**config.mk**
```make
export PLATFORM = sky130hd
export DESIGN_NAME = instruction_aligner
export DESIGN_NICKNAME = d
export VERILOG_FILES = /design/src/rtl/instruction_aligner.sv
export SDC_FILE = /design/constraint.sdc
export NUM_CORES = 1
export LEC_CHECK = 0
export ABC_AREA = 1
export CAP_MARGIN = 10
export CORE_ASPECT_RATIO = 1.1
export CORE_MARGIN = 2
export CORE_UTILIZATION = 45
export DETAILED_ROUTE_END_ITERATION = 16
export DONT_BUFFER_PORTS = 1
export PLACE_DENSITY = 0.61
export RECOVER_POWER = 50
export REMOVE_ABC_BUFFERS = 1
export SLEW_MARGIN = 20
export SYNTH_ARGS = -nofsm -noshare
export SYNTH_HDL_FRONTEND = slang
export SYNTH_SLANG_ARGS = --single-unit
```
**constraint.sdc**
```tcl
create_clock -name clk -period 9.8 [get_ports clk]
set_input_delay 1.96 -clock clk [delete_from_list [all_inputs] [get_ports clk]]
set_output_delay 1.96 -clock clk [all_outputs]
set_load 0.05 [all_outputs]
```
**src/rtl/instruction_aligner.sv**
```systemverilog
// Realigns a stream of 32-bit little-endian fetch words into whole RISC-V instructions,
// handling 16-bit compressed encodings and 32-bit instructions that straddle two words.
module instruction_aligner #(
    parameter int ADDR_W = 32
) (
    input  logic              clk,
    input  logic              rst,
    input  logic              in_valid,
    input  logic [31:0]       in_word,
    output logic              in_ready,
    input  logic              flush,
    input  logic [ADDR_W-1:0] flush_pc,
    output logic              out_valid,
    output logic [31:0]       out_instr,
    output logic [ADDR_W-1:0] out_pc,
    output logic              out_compressed,
    input  logic              out_ready
);

    logic [15:0]       hw_q [3];
    logic [15:0]       hw_d [3];
    logic [1:0]        count_q, count_d;
    logic [ADDR_W-1:0] head_pc_q, head_pc_d;
    logic              skip_low_q, skip_low_d;

    logic              head_compressed;
    logic [1:0]        head_size;
    logic [1:0]        pop_size;
    logic [1:0]        push_size;
    logic [1:0]        wr_idx;
    logic              pop;
    logic              push;
    logic              flush_lsb_unused;

    assign flush_lsb_unused = flush_pc[0];

    assign head_compressed = (hw_q[0][1:0] != 2'b11);
    assign head_size       = head_compressed ? 2'd1 : 2'd2;

    assign out_valid      = !flush && (count_q >= head_size);
    assign in_ready       = !flush && (count_q <= 2'd1);
    assign out_instr      = head_compressed ? {16'h0000, hw_q[0]} : {hw_q[1], hw_q[0]};
    assign out_pc         = head_pc_q;
    // An empty FIFO holds stale data, so it never reports a compressed head.
    assign out_compressed = (count_q != 2'd0) && head_compressed;

    assign pop       = out_valid && out_ready;
    assign push      = in_valid && in_ready;
    assign pop_size  = pop ? head_size : 2'd0;
    assign push_size = !push ? 2'd0 : (skip_low_q ? 2'd1 : 2'd2);
    // in_ready guarantees count <= 1 on a push, so appended halfwords land at index <= 2.
    assign wr_idx    = count_q - pop_size;

    always_comb begin
        hw_d       = hw_q;
        count_d    = count_q;
        head_pc_d  = head_pc_q;
        skip_low_d = skip_low_q;

        if (flush) begin
            count_d    = 2'd0;
            head_pc_d  = {flush_pc[ADDR_W-1:1], 1'b0};
            skip_low_d = flush_pc[1];
        end else begin
            case (pop_size)
                2'd1: begin
                    hw_d[0] = hw_q[1];
                    hw_d[1] = hw_q[2];
                end
                2'd2: begin
                    hw_d[0] = hw_q[2];
                end
                default: begin
                end
            endcase

            if (push) begin
                if (skip_low_q) begin
                    hw_d[wr_idx] = in_word[31:16];
                    skip_low_d   = 1'b0;
                end else begin
                    hw_d[wr_idx]         = in_word[15:0];
                    hw_d[wr_idx + 2'd1]  = in_word[31:16];
                end
            end

            count_d = count_q - pop_size + push_size;

            if (pop) begin
                head_pc_d = head_pc_q + ADDR_W'(head_compressed ? 3'd2 : 3'd4);
            end
        end
    end

    always_ff @(posedge clk) begin
        if (rst) begin
            count_q    <= 2'd0;
            head_pc_q  <= '0;
            skip_low_q <= 1'b0;
        end else begin
            count_q    <= count_d;
            head_pc_q  <= head_pc_d;
            skip_low_q <= skip_low_d;
        end
    end

    // Halfword storage carries no control meaning, so it is left out of reset.
    always_ff @(posedge clk) begin
        hw_q <= hw_d;
    end

endmodule

```
# After elaboration in Yosys (flattened, before gate mapping)

Cells that the tools add are included.

Add/subtract/negate cells: 4
$lt $le $gt $ge: 6
Equality and inequality tests: 3
Muxes and demuxes: 23
Bitwise operators: 3
Reductions and logical operators: 13

Operator list:

| operator            | count |
|---|---|
| $bwmux 48           | 3 |
| $mux 32             | 3 |
| $mux 48             | 2 |
| $mux 16             | 5 |
| $demux 16 s2        | 2 |
| $add 32x3->32       | 1 |
| $pmux 16 s2         | 1 |
| $mux 2              | 4 |
| $logic_and 1x1->1   | 7 |
| $ge 3x3->1 const B  | 2 |
| $lt 3x1->1 const B  | 2 |
| $not 2->3           | 2 |
| $reduce_bool 2->1   | 3 |
| $mux 3              | 1 |
| $add 2x1->2 const B | 1 |
| $add 2x2->2         | 1 |
| $eq 2x1->1 const B  | 1 |
| $eq 2x2->1 const B  | 1 |
| $ge 2x2->1          | 1 |
| $le 2x1->1 const B  | 1 |
| $mux 1              | 2 |
| $ne 2x2->1 const B  | 1 |
| $reduce_and 2->1    | 1 |
| $reduce_or 2->1     | 1 |
| 3 further kinds     | 3 |

Register bits: 83
Bits of input ports: 69
Word-level logic and storage cells: 59

# Logic depth before layout (Yosys ltp)

Gate-level depths: netlist of run 1.

Depth after elaboration: 16
Depth in mapped cells: 22

# Worst setup path before layout of run 1

Ideal clock, no wire load.

Kind: input-to-reg
From: in flush
To: reg with a tool-made name
Library setup time: 0.414 ns
Arrival time: 5.027 ns
Data required time: 9.386 ns
Path slack: 4.359 ns
Cell stages on the path: 9
Cell sequence: inv_2 -> nand3_4 -> nor2_4 -> buf_2 -> ha_1 -> clkbuf_1 -> inv_2 -> buf_1 -> o31ai_1

RTL lines:

| what               | line | RTL |
|---|---|---|
| start: declaration | 11   | `input logic flush,` |

# Final worst setup path of run 1

From: reg hw_q[33] (netlist name)
To: reg hw_q[31] (netlist name), data pin

Word-level cells in the longest chain between the ends: 16
Elaborated cells on any way between the ends: 28
Those cells by class: add/sub: 2; order compare: 5; eq/ne: 2; mux: 13; bitwise: 2; reduce/logical: 4

RTL lines:

| what                                                                      | line       | RTL |
|---|---|---|
| start: declaration                                                        | 20         | `logic [15:0] hw_q [3];` |
| start signal: assignment                                                  | 109        | `hw_q <= hw_d;` |
| $ne 2x2->1 *                                                              | 37         | `assign head_compressed = (hw_q[0][1:0] != 2'b11);` |
| $mux 2 *                                                                  | 38         | `assign head_size = head_compressed ? 2'd1 : 2'd2;` |
| $ge 2x2->1                                                                | 40         | `assign out_valid = !flush && (count_q >= head_size);` |
| $logic_and 1x1->1                                                         | 40         |  |
| $logic_and 1x1->1                                                         | 47         | `assign pop = out_valid && out_ready;` |
| $mux 2 *                                                                  | 49         | `assign pop_size = pop ? head_size : 2'd0;` |
| $sub 2x2->2                                                               | 52         | `assign wr_idx = count_q - pop_size;` |
| $add 2x1->2 / $not 2->3 (equally long branches)                           | 83, 79, 82 |  |
| $not 2->3 (not written as such), or another cell as far along             | 83         | `hw_d[wr_idx + 2'd1] = in_word[31:16];` |
| $ge 3x3->1 (not written as such), or another cell as far along            | 83         |  |
| $logic_and 1x1->1 (not written as such) / $mux 16 (equally long branches) | 83, 79, 82 |  |
| $mux 16 (not written as such) / $demux 16 s2 (equally long branches)      | 83, 79, 82 |  |
| $demux 16 s2 / $bwmux 48 (equally long branches)                          | 83, 82     |  |
| $bwmux 48                                                                 | 83         |  |
| $mux 48                                                                   | 78         | `if (skip_low_q) begin` |
| $mux 48 *                                                                 | 77         | `if (push) begin` |

Mark *: on every way between the ends. The rest lies on a longest branch, timed or not. The select of a mux whose other input is x is not followed.
A chain may end at the register's enable or synchronous reset.

==> flow_summary_export.csv, run 1 <==
group,metric,value,unit
outcome,status,"finished with violations",
outcome,violations,"capacitance limit, slew limit",
yosys,synth_sequential_area_ratio,31.7,%
power,peakVddDrop,104,µV
worst_setup_path,cp_data_arrival_time,7970,ps
die,start_util,46.2,%
yosys,mappedNetlistArea,0.00670,mm²
sta,tightestPinTransition,1500,ps
drt,post_drt_wl_per_cell,17.3,µm
drt,number_of_iterations_in_the_first_detailed_routing_pass,5,
hold_path,holdCritPathClass,"register to register",
sta,post-route-min-period,7860,ps
die,die_x,120,µm
cells_and_area,fillCellCount,1608,
clock_tree,clkSinkCount,82,
yosys,async_sr_flop_fraction,0,%
clock_tree,cts_repair_resize_count,0,
worst_setup_path,timing.critical_path.from_type,"register",
cells_and_area,drive_gt1_share,3.13,%
die,floorplan.rows,46,
drt,drtAntennaViolNets,0,
yosys,ys_ff_latch,82,
sta,worst_clock_skew,8.67,ps
drt,drt_iter0_drc,519,
grt,grt_pass1_vias,6303,
power,cellLeakagePower,3.20,nW
sta,timing.slew.headroom,-0.0529,%
clock_tree,clockBufferDepth,2,
clock_tree,worstSkewPairLatency,350,ps
clock_tree,cts_buffers,9,
cells_and_area,final_nets,1091,
hold_path,min_path_cells,4,
worst_setup_path,r2r_slack,1940,ps
clock_tree,clkTransAtPathRegs,60,ps
drt,routed_wl,21.0,mm
drt,num_vias,6835,
yosys,synth-edff-count,48,
worst_setup_path,worst-setup-path-type,"register to register",
place,placed_cells_incl_taps,1197,
yosys,post_synth_top_area_share,27.3,%
yosys,syn_avg_cell_area,6.23,µm²
place,dpl.hpwl,13.0,mm
sta,layout_worst_path_cycle_share,80.2,%
grt,grt_use_total,26.4,%
power,powerDensity,173,mW/mm²
job,cap_viol_max_count,1,
power,finalPower,0.00118,W
clock_tree,cts.root.buffer_cell,"sky130_fd_sc_hd__clkbuf_16",
drt,remaining_drc_errors,0,
grt,grt_max_degree,50,
clock_tree,post_cts_hold_buffer_count,0,
clock_tree,cts_h_tree_lvls,3,
sta,timing_max_transition_violations_final,23,
sta,tns,0,ps
yosys,ys.warnings.count,0,
die,core_region_area,0.0145,mm²
place,gp_congestion,0.917,
yosys,synth.distinct_cells,40,
sta,rsz0062_at_grt,"false",
grt,grt.overflow.total,0,
sta,maximum_clock_frequency,0.127,GHz
grt,grt_pass1_wl,33.0,mm
clock_tree,tritoncts,"built",
yosys,post_synth_inst_count,1075,
worst_setup_path,worstSetupEndpointType,"register",
sta,finalHoldViolations,0,
cells_and_area,syn2layout_area_growth,1.94,%
worst_setup_path,peak_fanout_along_the_critical_path,46,
clock_tree,cts_setup_buffers,0,
yosys,synth.largest_area_cell,"sky130_fd_sc_hd__nand2_1",
grt,antenna_found_initial,0,
sta,report.final.setup_viol,0,
yosys,synthTopCellsByArea,"sky130_fd_sc_hd__nand2_1, sky130_fd_sc_hd__edfxtp_1, sky130_fd_sc_hd__dfxtp_1",
worst_setup_path,worst_ep_required,9900,ps
worst_setup_path,reg2regPathDepth,17,
die,fp.dieH,132,µm
die,boundaryPins,136,
cells_and_area,insertedDiodeCount,0,
place,placement.io_buffers,0,
cells_and_area,final_cell_count_no_fill,1213,
drt,viasPerCell,5.63,
cells_and_area,final_util,47.1,%
yosys,synth_flop_cell,"sky130_fd_sc_hd__edfxtp_1",
die,design.die.area,0.0159,mm²
power breakdown:
group / internal [W] / switching, W / total, W
combinational: 0.000104 / 0.000259 / 0.000363
sequential: 0.000411 / 0.0000957 / 0.000507
clock: 0.000167 / 0.000144 / 0.000311
final timing paths:
kind / start / to
setup reg to reg: hw_q[33]$_DFFE_PN_ / hw_q[31]$_DFFE_PN_
hold / removal: register / hw_q[43]$_DFFE_PN_
setup / recovery: hw_q[33]$_DFFE_PN_ / hw_q[31]$_DFFE_PN_
hold reg to reg: register / hw_q[43]$_DFFE_PN_
metrics by stage:
| step | setup slack (ps) | instance area (µm²) | hold slack [ps] |
|---|---|---|---|
| 5_1_grt | 1360 | 6830 | 780 |
| 6_report | 1940 | 6830 | 716 |
| 3_3_place_gp | 2750 | 6590 | 691 |
| 4_1_cts | 3080 | 6850 | 723 |
| 2_1_floorplan | 3470 | 6300 | 654 |
| 3_5_place_dp | 2710 | 6590 | 702 |
critical path: stages, from the launching register on:
cell	delay [ps]
sky130_fd_sc_hd__edfxtp_1	630
sky130_fd_sc_hd__nand2_1	150
sky130_fd_sc_hd__clkbuf_1	1090
sky130_fd_sc_hd__ha_1	330
sky130_fd_sc_hd__inv_1	50
sky130_fd_sc_hd__nand3_2	80
sky130_fd_sc_hd__nand3_1	1000
sky130_fd_sc_hd__nor2_4	1270
sky130_fd_sc_hd__ha_1	380
sky130_fd_sc_hd__buf_4	280
sky130_fd_sc_hd__inv_2	690
sky130_fd_sc_hd__nand3_1	960
sky130_fd_sc_hd__nand2_1	320
sky130_fd_sc_hd__nand2_1	80
sky130_fd_sc_hd__nand2_1	70
sky130_fd_sc_hd__nand2_1	80
sky130_fd_sc_hd__nand2_1	60
sky130_fd_sc_hd__nand2_1	50
placed cells by master, fill, tap and decap left out, types with 15 or more instances in the layout:
master	netlist	layout
sky130_fd_sc_hd__nand3b_1	15	15
sky130_fd_sc_hd__dfxtp_1	34	34
sky130_fd_sc_hd__edfxtp_1	48	48
sky130_fd_sc_hd__a21oi_1	48	48
sky130_fd_sc_hd__xor2_1	15	15
sky130_fd_sc_hd__nand4_1	46	46
sky130_fd_sc_hd__nand3_1	93	94
sky130_fd_sc_hd__nand2_1	488	488
sky130_fd_sc_hd__inv_1	68	69
sky130_fd_sc_hd__nor2_1	51	49
synthesized netlist by cell type, types with 3 or more instances:
| cell type | n |
|---|---|
| sky130_fd_sc_hd__buf_1 | 7 |
| sky130_fd_sc_hd__clkinv_1 | 3 |
| sky130_fd_sc_hd__a22oi_1 | 14 |
| sky130_fd_sc_hd__xnor2_1 | 3 |
| sky130_fd_sc_hd__buf_2 | 33 |
| sky130_fd_sc_hd__inv_2 | 5 |
| sky130_fd_sc_hd__inv_1 | 68 |
| sky130_fd_sc_hd__nor2_1 | 51 |
| sky130_fd_sc_hd__nand4_1 | 46 |
| sky130_fd_sc_hd__a21oi_1 | 48 |
| sky130_fd_sc_hd__clkbuf_1 | 17 |
| sky130_fd_sc_hd__edfxtp_1 | 48 |
| sky130_fd_sc_hd__nand3_1 | 93 |
| sky130_fd_sc_hd__dfxtp_1 | 34 |
| sky130_fd_sc_hd__o21ai_0 | 14 |
| sky130_fd_sc_hd__buf_4 | 18 |
| sky130_fd_sc_hd__nor3_1 | 14 |
| sky130_fd_sc_hd__nand2_1 | 488 |
| sky130_fd_sc_hd__a31oi_1 | 10 |
| sky130_fd_sc_hd__xor2_1 | 15 |
| sky130_fd_sc_hd__nand3b_1 | 15 |
| sky130_fd_sc_hd__ha_1 | 5 |
logic make-up (layout without fill, tap and decap cells):
| kind of cell | after synthesis | in the layout | share of synthesized area [%] |
|---|---|---|---|
| buffers and inverters | 152 | 98 | 10.3 |
| flip-flops | 82 | 82 | 31.7 |
| AND/OR/NAND/NOR | 720 | 720 | 46.2 |
| AO/OA/AOI/OAI | 96 | 96 | 8.22 |
| adder cells (fa/ha/maj) | 6 | 6 | 1.23 |
| XOR/XNOR | 18 | 18 | 2.35 |
| other | 1 | 1 | 0.0560 |
per-layer routing:
metal	vias up	part of all wire [%]	global-route usage [%]
li1	3380	-	-
met1	3141	41	32.4
met2	285	48	44.9
met3	29	8.6	6.23
met4	0	2.0	9.63
met5	-	0	0
layout make-up:
cell class                      instances  area [µm²]  share of cell area [%]
Clock buffer                           10         229                    3.35
Multi-Input combinational cell        841        3890                    56.9
Clock inverter                          6        23.8                   0.348
Inverter                               76         285                    4.18
Timing Repair Buffer                    6        41.3                   0.605
Tap cell                              192         240                    3.52
Sequential cell                        82        2120                    31.1
(Power assumes the default switching activity.)
==> inputs of run 2 (changes only) <==
PLACE_DENSITY = 0.63   (was 0.61)
clock period = 7.15 ns   (was 9.8 ns; I/O delays follow)
==> run 2 against run 1 <==
  * The flow still finishes with violations (capacitance limit, slew limit)
  * Non-clock buffer count rose by 7
  * Combinational power rose by 39%
  * Via count fell by 0.18%
  * Core utilization rose by 0.47 points
  * Hold slack got worse by 4.4 ps
  * Routed wire length rose by 0.15%
  * First-iteration DRC count fell by 8.1%
  * Clock-buffer cell count rose by 2
  * Cell area rose by 0.99%
  * Final cell count rose by 0.58%
  * Critical path depth fell by 3
  * Critical path type unchanged
  * Largest cell class unchanged
==> flow_summary_export.csv, run 2 (synthesis results as in run 1) <==
group,metric,value,unit
worst_setup_path,crit-reg2reg-capture,"hw_q[26]$_DFFE_PN_",
cells_and_area,regArea,0.00212,mm²
clock_tree,cts_buffers,9,
worst_setup_path,timing.critical_path.from_type,"register",
worst_setup_path,r2r_slack,1820,ps
drt,remaining_drc_errors,0,
grt,grt_max_degree,50,
clock_tree,clkTransAtPathRegs,60,ps
grt,grt_pass1_wl,33.6,mm
cells_and_area,multi_input_area,0.00390,mm²
clock_tree,cts.root.buffer_cell,"sky130_fd_sc_hd__clkbuf_16",
sta,maximum_clock_frequency,0.187,GHz
die,die_x,120,µm
power,clkPwrFrac,26.4,%
outcome,violations,"capacitance limit, slew limit",
clock_tree,cts_setup_buffers,0,
cells_and_area,insertedDiodeCount,0,
die,floorplan.rows,46,
power,cellLeakagePower,3.24,nW
clock_tree,cts_repair_resize_count,0,
cells_and_area,final_nets,1098,
die,core_region_area,0.0145,mm²
drt,drt_iter0_drc,477,
clock_tree,clockBufferDepth,2,
grt,grt_use_total,26.7,%
sta,timing_max_transition_violations_final,86,
sta,rsz0062_at_grt,"false",
clock_tree,cts_h_tree_lvls,3,
die,design.die.area,0.0159,mm²
drt,number_of_iterations_in_the_first_detailed_routing_pass,7,
power,powerDensity,237,mW/mm²
die,fp.dieH,132,µm
sta,finalHoldViolations,0,
power,seq_power_share,42.7,%
clock_tree,tritoncts,"built",
worst_setup_path,worst-setup-path-type,"register to register",
sta,tns,0,ps
place,gp_congestion,0.915,
worst_setup_path,peak_fanout_along_the_critical_path,46,
worst_setup_path,cp_data_arrival_time,5440,ps
power,netSwitchingPower,0.000687,W
sta,tightestPinTransition,2290,ps
drt,routed_wl,21.0,mm
cells_and_area,syn2layout_area_growth,2.95,%
power,power_frac_comb,30.9,%
worst_setup_path,reg2regPathDepth,14,
sta,post-route-min-period,5330,ps
sta,layout_worst_path_cycle_share,74.6,%
grt,grt_pass1_vias,6426,
die,start_util,46.2,%
drt,viasPerCell,5.59,
grt,antenna_found_initial,0,
worst_setup_path,timing.critical_path.to,"hw_q[26]$_DFFE_PN_",
worst_setup_path,worstSetupEndpointType,"register",
power,peakVddDrop,133,µV
cells_and_area,final_util,47.6,%
clock_tree,clkSinkCount,82,
hold_path,holdCritPathClass,"register to register",
worst_setup_path,timing.rr.start,"hw_q[32]$_DFFE_PN_",
sta,worst_clock_skew,6.27,ps
power,netSwitchingFraction,42.1,%
grt,grt.overflow.total,0,
cells_and_area,top_library_cells_by_usage_in_the_layout_fill_and_taps_aside,"sky130_fd_sc_hd__nand2_1, sky130_fd_sc_hd__nand3_1, sky130_fd_sc_hd__inv_1",
drt,num_vias,6823,
sta,finalHoldWorstSlack,711,ps
power,power.internal,0.000946,W
cells_and_area,leading_cell_type_in_the_layout_fill_and_taps_excluded,"sky130_fd_sc_hd__nand2_1",
hold_path,min_path_cells,4,
sta,timing.slew.headroom,-52.8,%
cells_and_area,drive_gt1_share,3.89,%
job,cap_viol_max_count,2,
cells_and_area,fillCellCount,1566,
die,boundaryPins,136,
drt,drtAntennaViolNets,0,
drt,post_drt_wl_per_cell,17.2,µm
worst_setup_path,critical_path.startpoint,"hw_q[32]$_DFFE_PN_",
clock_tree,post_cts_hold_buffer_count,0,
worst_setup_path,worst_ep_required,7250,ps
clock_tree,worstSkewPairLatency,360,ps
sta,report.final.setup_viol,0,
place,placement.io_buffers,0,
outcome,status,"finished with violations",
place,dpl.hpwl,13.3,mm
run 2: worst min path at each step:
| stage | slack, ps | start | endpoint |
|---|---|---|---|
| detailed placement | 700 | register | hw_q[38]$_DFFE_PN_ |
| global placement | 690 | register | hw_q[38]$_DFFE_PN_ |
| CTS | 710 | register | hw_q[38]$_DFFE_PN_ |
| global route | 760 | register | hw_q[33]$_DFFE_PN_ |
| floorplan | 650 | skip_low_q$_SDFFE_PP0P_ | count_q[1]$_SDFF_PP0_ |
| finish | 710 | register | hw_q[38]$_DFFE_PN_ |
run 2: layer usage:
layer	wire length, µm	share of wire, %	vias to the layer above	GRT usage, %
met5	0	0	-	0
met4	449	2.1	0	10.1
met3	1760	8.4	32	6.14
met2	10000	48	260	44.2
met1	8780	42	3136	33.9
li1	-	-	3395	-
run 2: stage by stage:
| stage | setup WS, ps | cells | total power [W] | cell area (µm²) |
|---|---|---|---|---|
| after floorplan | 1350 | 999 | 0.00108 | 6300 |
| after global placement | 2460 | 1204 | 0.00120 | 6650 |
| after detailed placement | 2430 | 1204 | 0.00121 | 6650 |
| after CTS | 2400 | 1220 | 0.00164 | 6900 |
| after global routing | 1390 | 1220 | 0.00174 | 6900 |
| final | 1820 | 1220 | 0.00163 | 6900 |
run 2: area by class of cell:
cell class	instances	share of cell area, %
multi-input cells	841	56.5
well taps	192	3.48
repair buffers	13	1.36
flip-flops and latches	82	30.8
clock inverters	4	0.272
clock buffers	12	3.43
inverters	76	4.14
run 2: power groups by stage:
stage	registers, W	logic (W)	clock network, W
floorplan	0.000690	0.000385	0
CTS	0.000696	0.000504	0.000440
detailed placement	0.000706	0.000502	0
global route	0.000703	0.000573	0.000463
finish	0.000696	0.000505	0.000431
global placement	0.000706	0.000497	0
run 2: critical path, cell delays in order, from the launching register on:
cell	delay, ps
sky130_fd_sc_hd__edfxtp_1	680
sky130_fd_sc_hd__nand2_1	480
sky130_fd_sc_hd__ha_1	470
sky130_fd_sc_hd__nand2_1	70
sky130_fd_sc_hd__nand3_2	110
sky130_fd_sc_hd__nand3_4	350
sky130_fd_sc_hd__nor2_4	200
sky130_fd_sc_hd__ha_1	250
sky130_fd_sc_hd__inv_1	1120
sky130_fd_sc_hd__nand3_1	570
sky130_fd_sc_hd__buf_4	380
sky130_fd_sc_hd__nand2_1	100
sky130_fd_sc_hd__nand2_1	50
sky130_fd_sc_hd__a21oi_1	140
sky130_fd_sc_hd__nand2_1	80
